<file path="src/rtl/alu_cmp_pkg.sv">
// Purpose: shared types and result encoding for the sequential magnitude compare unit.
// Latency: n/a (package only).
// Backpressure: n/a (package only).
package alu_cmp_pkg;

    typedef enum logic {
        IDLE = 1'b0,
        RUN  = 1'b1
    } cmp_state_t;

    // Result vector ordering is {equal, greater, less}; exactly one bit set once valid.
    typedef logic [2:0] cmp_res_t;

    localparam cmp_res_t CMP_NONE = 3'b000;
    localparam cmp_res_t CMP_EQ   = 3'b100;
    localparam cmp_res_t CMP_GT   = 3'b010;
    localparam cmp_res_t CMP_LT   = 3'b001;

endpackage

</file>
<file path="src/rtl/chunk_compare.sv">
// Purpose: combinational compare of one CHUNK-wide slice, optionally two's-complement.
// Latency: 0 cycles (pure combinational).
// Backpressure: none; outputs follow inputs.
//
// Ports:
//   x, y      : CHUNK-wide slices to compare
//   is_signed : treat the slices as two's-complement
//   eq/gt/lt  : x == y, x > y, x < y
module chunk_compare #(
    parameter int CHUNK = 8
) (
    input  logic [CHUNK-1:0] x,
    input  logic [CHUNK-1:0] y,
    input  logic             is_signed,
    output logic             eq,
    output logic             gt,
    output logic             lt
);

    // Flipping the sign bit maps two's-complement order onto unsigned order,
    // so one unsigned comparator serves both modes.
    logic [CHUNK-1:0] flip;
    logic [CHUNK-1:0] xm;
    logic [CHUNK-1:0] ym;

    assign flip = is_signed ? (CHUNK'(1) << (CHUNK - 1)) : '0;
    assign xm   = x ^ flip;
    assign ym   = y ^ flip;

    assign eq = (x == y);
    assign gt = (xm > ym);
    assign lt = (xm < ym);

endmodule

</file>
<file path="src/rtl/seq_magnitude_compare.sv">
// Purpose: multi-cycle WIDTH-bit magnitude compare, CHUNK bits per cycle, MSB chunk first, early exit.
// Latency: min(k+1, NCHUNK) cycles from start acceptance to done (k = identical leading chunks).
// Backpressure: start is only accepted in IDLE; start while busy is dropped, never queued.
//
// Ports:
//   clk, rst_n       : clock, asynchronous active-low reset
//   start            : request a compare (sampled only when idle)
//   signed_mode      : 1 = two's-complement, 0 = unsigned (latched with start)
//   a, b             : operands (latched with start)
//   busy             : compare in progress
//   done             : one-cycle pulse when the result becomes valid
//   equal/greater/less : result, held from done until the next accepted start
module seq_magnitude_compare
    import alu_cmp_pkg::*;
#(
    parameter int WIDTH = 32,
    parameter int CHUNK = 8
) (
    input  logic             clk,
    input  logic             rst_n,
    input  logic             start,
    input  logic             signed_mode,
    input  logic [WIDTH-1:0] a,
    input  logic [WIDTH-1:0] b,
    output logic             busy,
    output logic             done,
    output logic             equal,
    output logic             greater,
    output logic             less
);

    localparam int NCHUNK = WIDTH / CHUNK;
    localparam int IDX_W  = (NCHUNK > 1) ? $clog2(NCHUNK) : 1;
    localparam logic [IDX_W-1:0] TOP_IDX = IDX_W'(NCHUNK - 1);

    cmp_state_t       state_q, state_d;
    logic [WIDTH-1:0] a_q, a_d;
    logic [WIDTH-1:0] b_q, b_d;
    logic             sgn_q, sgn_d;
    logic [IDX_W-1:0] idx_q, idx_d;
    logic             done_q, done_d;
    cmp_res_t         res_q, res_d;

    // Chunk views of the latched operands; element NCHUNK-1 is the MSB chunk.
    logic [NCHUNK-1:0][CHUNK-1:0] a_v;
    logic [NCHUNK-1:0][CHUNK-1:0] b_v;
    logic                         c_eq, c_gt, c_lt;
    logic                         c_signed;

    assign a_v = a_q;
    assign b_v = b_q;

    // Only the top chunk carries the sign; lower chunks are plain magnitude.
    assign c_signed = sgn_q && (idx_q == TOP_IDX);

    chunk_compare #(
        .CHUNK(CHUNK)
    ) u_chunk_compare (
        .x        (a_v[idx_q]),
        .y        (b_v[idx_q]),
        .is_signed(c_signed),
        .eq       (c_eq),
        .gt       (c_gt),
        .lt       (c_lt)
    );

    always_ff @(posedge clk or negedge rst_n) begin
        if (!rst_n) begin
            state_q <= IDLE;
            a_q     <= '0;
            b_q     <= '0;
            sgn_q   <= 1'b0;
            idx_q   <= '0;
            done_q  <= 1'b0;
            res_q   <= CMP_NONE;
        end else begin
            state_q <= state_d;
            a_q     <= a_d;
            b_q     <= b_d;
            sgn_q   <= sgn_d;
            idx_q   <= idx_d;
            done_q  <= done_d;
            res_q   <= res_d;
        end
    end

    always_comb begin
        state_d = state_q;
        a_d     = a_q;
        b_d     = b_q;
        sgn_d   = sgn_q;
        idx_d   = idx_q;
        done_d  = 1'b0;
        res_d   = res_q;

        case (state_q)
            IDLE: begin
                if (start) begin
                    a_d     = a;
                    b_d     = b;
                    sgn_d   = signed_mode;
                    idx_d   = TOP_IDX;
                    res_d   = CMP_NONE;
                    state_d = RUN;
                end
            end
            RUN: begin
                if (!c_eq) begin
                    // gt and lt are exclusive whenever the chunks differ.
                    res_d   = c_gt ? CMP_GT : (c_lt ? CMP_LT : CMP_NONE);
                    done_d  = 1'b1;
                    state_d = IDLE;
                end else if (idx_q == '0) begin
                    res_d   = CMP_EQ;
                    done_d  = 1'b1;
                    state_d = IDLE;
                end else begin
                    idx_d = idx_q - IDX_W'(1);
                end
            end
            default: begin
                state_d = IDLE;
            end
        endcase
    end

    assign busy = (state_q == RUN);
    assign done = done_q;
    assign {equal, greater, less} = res_q;

endmodule
</file>
<file path="config.mk">
export PLATFORM = sky130hd
export DESIGN_NAME = seq_magnitude_compare
export DESIGN_NICKNAME = d
export VERILOG_FILES = /design/src/rtl/alu_cmp_pkg.sv /design/src/rtl/chunk_compare.sv /design/src/rtl/seq_magnitude_compare.sv
export SDC_FILE = /design/constraint.sdc
export NUM_CORES = 1
export LEC_CHECK = 0
export BUFFER_PORTS_ARGS = -buffer_cell sky130_fd_sc_hd__buf_2
export CAP_MARGIN = 20
export CORE_ASPECT_RATIO = 0.9
export CORE_MARGIN = 2
export CORE_UTILIZATION = 35
export DETAILED_ROUTE_END_ITERATION = 16
export PLACE_DENSITY = 0.63
export SYNTH_ARGS = -nofsm -noshare
export SYNTH_HDL_FRONTEND = slang
export SYNTH_SLANG_ARGS = --single-unit
</file>
<file path="constraint.sdc">
create_clock -name clk -period 7.4 [get_ports clk]
set_clock_uncertainty 0.2 [all_clocks]
set_input_delay 0.74 -clock clk [delete_from_list [all_inputs] [get_ports clk]]
set_output_delay 0.74 -clock clk [all_outputs]
set_load 0.01 [all_outputs]
</file>
======== After elaboration in Yosys (flattened, before gate mapping) ========
Index checks and enable logic that the tools add are counted.
operators by class
  add/subtract/negate cells ............... 1
  order comparisons ....................... 3
  equality and inequality tests ........... 6
  multiplexer cells ....................... 22
  bitwise gates (word level) .............. 3
  reductions and logical operators ........ 5
operators by type and width
  cell                                                count
  binary-select mux 8 bit (select 2 bit)              2
  two-way mux 8 bit                                   3
  XOR 8 bit                                           2
  two-way mux 3 bit                                   3
  equality test 8 bit                                 1
  > comparator 8 bit                                  1
  < comparator 8 bit                                  1
  two-way mux 2 bit                                   4
  two-way mux 1 bit                                   7
  case mux 3 bit (2 select lines)                     1
  != test 2 bit, second input constant                2
  case mux 2 bit (2 select lines)                     1
  AND reduction 2 bit                                 2
  < comparator 2 x 3 -> 1 bit, second input constant  1
  != test 3 x 2 -> 1 bit, second input constant       1
  AND reduction 3 bit                                 1
  equality test 2 bit, second input constant          1
  logical NOT 2 bit                                   1
  != test 2 x 1 -> 1 bit, second input constant       1
  case mux 1 bit (2 select lines)                     1
  subtractor 2 x 1 -> 2 bit, second input constant    1
  logical AND 1 bit                                   1
  NOT 1 bit                                           1
word-level totals
  register bits ........................... 72
  input bits .............................. 68
  output and inout port bits .............. 5
  logic and storage cells ................. 47

======== Depth between registers and ports, before layout ========
  word-level depth ........................ 9
  depth in mapped cells ................... 10
  depth with buffers taken out ............ 8

======== Cells and area by module ========
A second synthesis with hierarchy kept.
unflattened totals
  cells, all modules ...................... 223
  area total of the unflattened synthesis .. 3,432.0 µm²
by module, submodules not included
  module                 times used  cells an instance  area an instance (µm²)  sequential area each (µm²)
  seq_magnitude_compare  1           193                3,216.8                 1,801.7
  chunk_compare          1           30                 215.2                   0.0

======== Worst setup path before layout ========
OpenSTA, ideal clock, no wires.
  path kind ............................... reg2reg
  start ................................... register idx_q[0]
  end ..................................... register idx_q[0]
  library setup time ...................... 0.125 ns
  arrival time ............................ 2.370 ns
  data required time ...................... 7.075 ns
  path slack .............................. 4.705 ns
  cell stages (with the launch flop) ...... 9
  path buffers ............................ 2
  period minus slack after synthesis ...... 2.695 ns
  cell sequence ........................... dfrtp_1 buf_6 buf_2 mux4_2 ha_1 nand3_1 nor3_1 nand3_1 mux2_2
on the way
  cells in the longest elaborated chain, start to end .. 5
  elaborated cells between the ends (all ways) .. 13
  those cells by class .................... add/sub (1); eq/ne (3); mux (7); reduce/logical (2)
RTL lines
  what                                                       RTL line                                                  RTL
  start: declaration                                         seq_magnitude_compare.sv:40                               logic [IDX_W-1:0] idx_q, idx_d;
  start signal: assignment                                   seq_magnitude_compare.sv:81                               idx_q <= idx_d;
  binary-select mux 8 bit (select 2 bit) (on tied branches)  seq_magnitude_compare.sv:59, seq_magnitude_compare.sv:60
  two-way mux 8 bit (on tied branches)                       seq_magnitude_compare.sv:59, seq_magnitude_compare.sv:60
  equality test 8 bit                                        chunk_compare.sv:30                                       assign eq = (x == y);
  != test 2 x 1 -> 1 bit (no line)                           --
  AND reduction 3 bit (no line)                              --
Parallel ways exist; a longest one is shown, timed or not. The select of a mux whose other input is x is not followed.
A chain may end at the register's enable or synchronous reset.

======== Worst setup path in the final report ========
Ends and elaborated chain as after synthesis.

==> impl_metrics.ini <==
[status]
run_status = complete, no violations

[clock_network]
total_cts_buffers = 9
clockRootBuffer = clkbuf_8
cts_resized = 0
tritoncts_num_sinks = 72
ctsLongestPathBuffers = 2
cts_max_level = 3
post_cts_buffers = 0
cts_hold_buf = 0
cts_tree = yes
clk-insertion-delay-late_ps = 330
clock_slew_seen_by_the_registers_of_the_worst_setup_and_hold_paths_ps = 70

[floorplanning]
initial_core_util = 0.364
rows = 33
die_area_um2 = 10400
floorplan.die.width_um = 107
io_pins = 73
coreArea_um2 = 9250
die_height_um = 97.0

[global_route]
grt_antenna_before_repair = 0
grtUsageTotal = 0.132
first_global_vias = 2160
gr-total-overflow = 0
grt_first_pass_wirelength_um = 10500
grt_max_degree = 73

[critical_path]
critical_path.max_stage_delay_ps = 720
path_common_cell = nand3_1
critical_path_arrival_ps = 3080
required_time_of_the_worst_setup_path_ps = 7420
worstPathMaxFanout = 10
worst-path-buf-inv = 1
critical_path_class = reg2reg
critPathCaptureType = flip-flop
start_kind = flip-flop
path_cells = buf_8 > mux4_2 > ha_1 > nand3_1 > nor3_1 > nand3_1 > mux2_2
path_delay_family = multiplexers
critPathSlowestCell = dfrtp_1

[synthesis]
post_synth_inst_count = 223
share_of_flip_flops_with_an_asynchronous_set_or_reset_after_synthesis = 1.00
ys_ff_latch = 72
most_used_flip_flop_cell_after_synthesis = dfrtp_1
ys_warn_count = 0
postSynthAreaPerCell_um2 = 15.1
synth_fp_nets = 301
synth-edff-count = 0
post_synth_instance_area_um2 = 3360
ys_types = 29
yosysSeqAreaShare = 0.536

[timing]
hold_violations = 0
tightestPinTransition_ps = 893
grt_setup_unrepaired = no
report.final.slew_viol_count = 0
achievable-frequency_mhz = 327
setup-violations-final = 0
slew-limit-headroom = 0.405
timing.final.crit_period_ps = 3060
setup-tns-final_ps = 0
timing.final.crit_share = 0.413

[placement]
place.port_buffers = 72
place_congestion = 0.778
detailed_place_hpwl_um = 4510
placed_cell_area_um2 = 3840

[power]
power_per_cell_area_nw_per_um2 = 237
irDropWorstVdd_mv = 0.0975
power.static_leakage_nw = 1.88
design_power_total_mw = 0.953

[detailed_routing]
detailroute.wirelength.met3_um = 338
viasPerCell = 4.86
drt-initial-drc-count = 60
route.layer.met1.wl_um = 2750
routed_wire_length_per_instance_um = 15.0
top_signal_layer_used = met4
drc = 0
detail-route-antenna-nets = 0
met2WireLength_um = 3180
drt_pre_antenna_iters = 4
postRouteWirelength_um = 6350
dr_total_vias = 2059

[final_layout]
fin_area_um2 = 4020
layout-drive-gt1-share = 0.556
area_delta_synth_final_pct = 19.5
n_antenna_cell = 0
finish.net_count = 375

[flow_run]
max_cap_violations = 0

[worst_hold_path]
class_of_the_tightest_hold_or_removal_check = reg2reg
-- through the flow --
stage / setup slack [ps] / util / hold WS (ps) / cells
finish: 4340 / 0.435 / 287 / 424
floorplan: 4710 / - / 244 / 223
CTS: 4090 / 0.433 / 295 / 423
global route: 4150 / 0.435 / 320 / 424
global placement: 4230 / 0.415 / 279 / 407
detailed placement: 4100 / 0.415 / 275 / 407
-- report_power, final --
group          leakage [nW]  switching [mW]  total, mW  internal [mW]
registers             0.842          0.0323      0.487          0.455
clock network        0.0899           0.137      0.266          0.129
logic                 0.944          0.0811      0.199          0.118
-- state kept, by name (all words and copies together) (netlist names) --
signal / count
idx_q: 2
res_q: 3
done: 1
b_q: 32
busy: 1
sgn_q: 1
a_q: 32
-- synthesized netlist by cell type, types with 2 or more instances --
cell type,number,share of area
nand3_1,3,0.0045
mux2_2,66,0.22
dfrtp_1,72,0.54
mux4_1,5,0.039
buf_2,5,0.0074
nor2_1,2,0.0022
inv_1,12,0.013
mux4_2,11,0.074
o21ai_0,5,0.0074
nor2b_1,3,0.0056
nand2_1,7,0.0078
ha_1,10,0.037
a21oi_1,3,0.0045
clkbuf_1,4,0.0045
-- final cells by class --
class	count	area, um^2
Inverter	12	45.0
Sequential cell	72	1800
Multi-Input combinational cell	128	1470
Tap cell	122	153
Fill cell	882	5230
Clock buffer	12	145
Timing Repair Buffer	74	385
Clock inverter	4	20.0
-- cell usage in the layout (no fill, tap or decap), drive strengths merged --
master | Yosys | layout
a31oi | 1 | 1
a21boi | 1 | 1
nor2 | 2 | 2
o21ai | 5 | 5
mux4 | 16 | 16
clkinv | 0 | 4
xor2 | 1 | 1
a221oi | 1 | 1
o2bb2ai | 1 | 1
and2 | 2 | 2
o211ai | 1 | 1
a21bo | 1 | 1
ha | 10 | 10
buf | 7 | 74
inv | 12 | 12
a21oi | 3 | 3
xnor2 | 2 | 2
dfrtp | 72 | 72
nor2b | 3 | 3
nor3 | 1 | 1
nand2 | 7 | 7
clkbuf | 4 | 12
mux2 | 66 | 66
nand2b | 1 | 1
nand3 | 3 | 3
-- worst paths after layout --
path,from,end,slack [ps],depth (start not counted)
setup / recovery,idx_q[0],idx_q[0],4340,7
hold / removal,res_q[1],res_q[1],290,1
setup reg to reg,idx_q[0],idx_q[0],4340,7
hold reg to reg,res_q[1],res_q[1],290,1
max in group asynchronous,rst_n,b_q[19],6090,1
min in group asynchronous,rst_n,a_q[6],330,1
-- worst register-to-register path, stage by stage (launching register included) --
cell	delay [ps]
dfrtp_1	720
buf_8	240
mux4_2	520
ha_1	330
nand3_1	100
nor3_1	320
nand3_1	220
mux2_2	300
-- metal layers --
metal | vias up | GRT usage
met4 | 0 | 0.0414
li1 | 963 | -
met1 | 1038 | 0.163
met2 | 50 | 0.218
met5 | - | 0
met3 | 8 | 0.0431
-- cell families (layout without fill, tap and decap cells) --
| logic type | count (synthesis) | after routing | synth area share |
|---|---|---|---|
| mux | 82 | 82 | 0.334 |
| flops | 72 | 72 | 0.536 |
| buf+inv | 23 | 102 | 0.0297 |
| simple gates | 19 | 19 | 0.0275 |
| compound gates | 14 | 14 | 0.0264 |
| fa+ha+maj | 10 | 10 | 0.0372 |
| xor+xnor | 3 | 3 | 0.0100 |
Note: power is estimated with default switching activity, not from simulation.
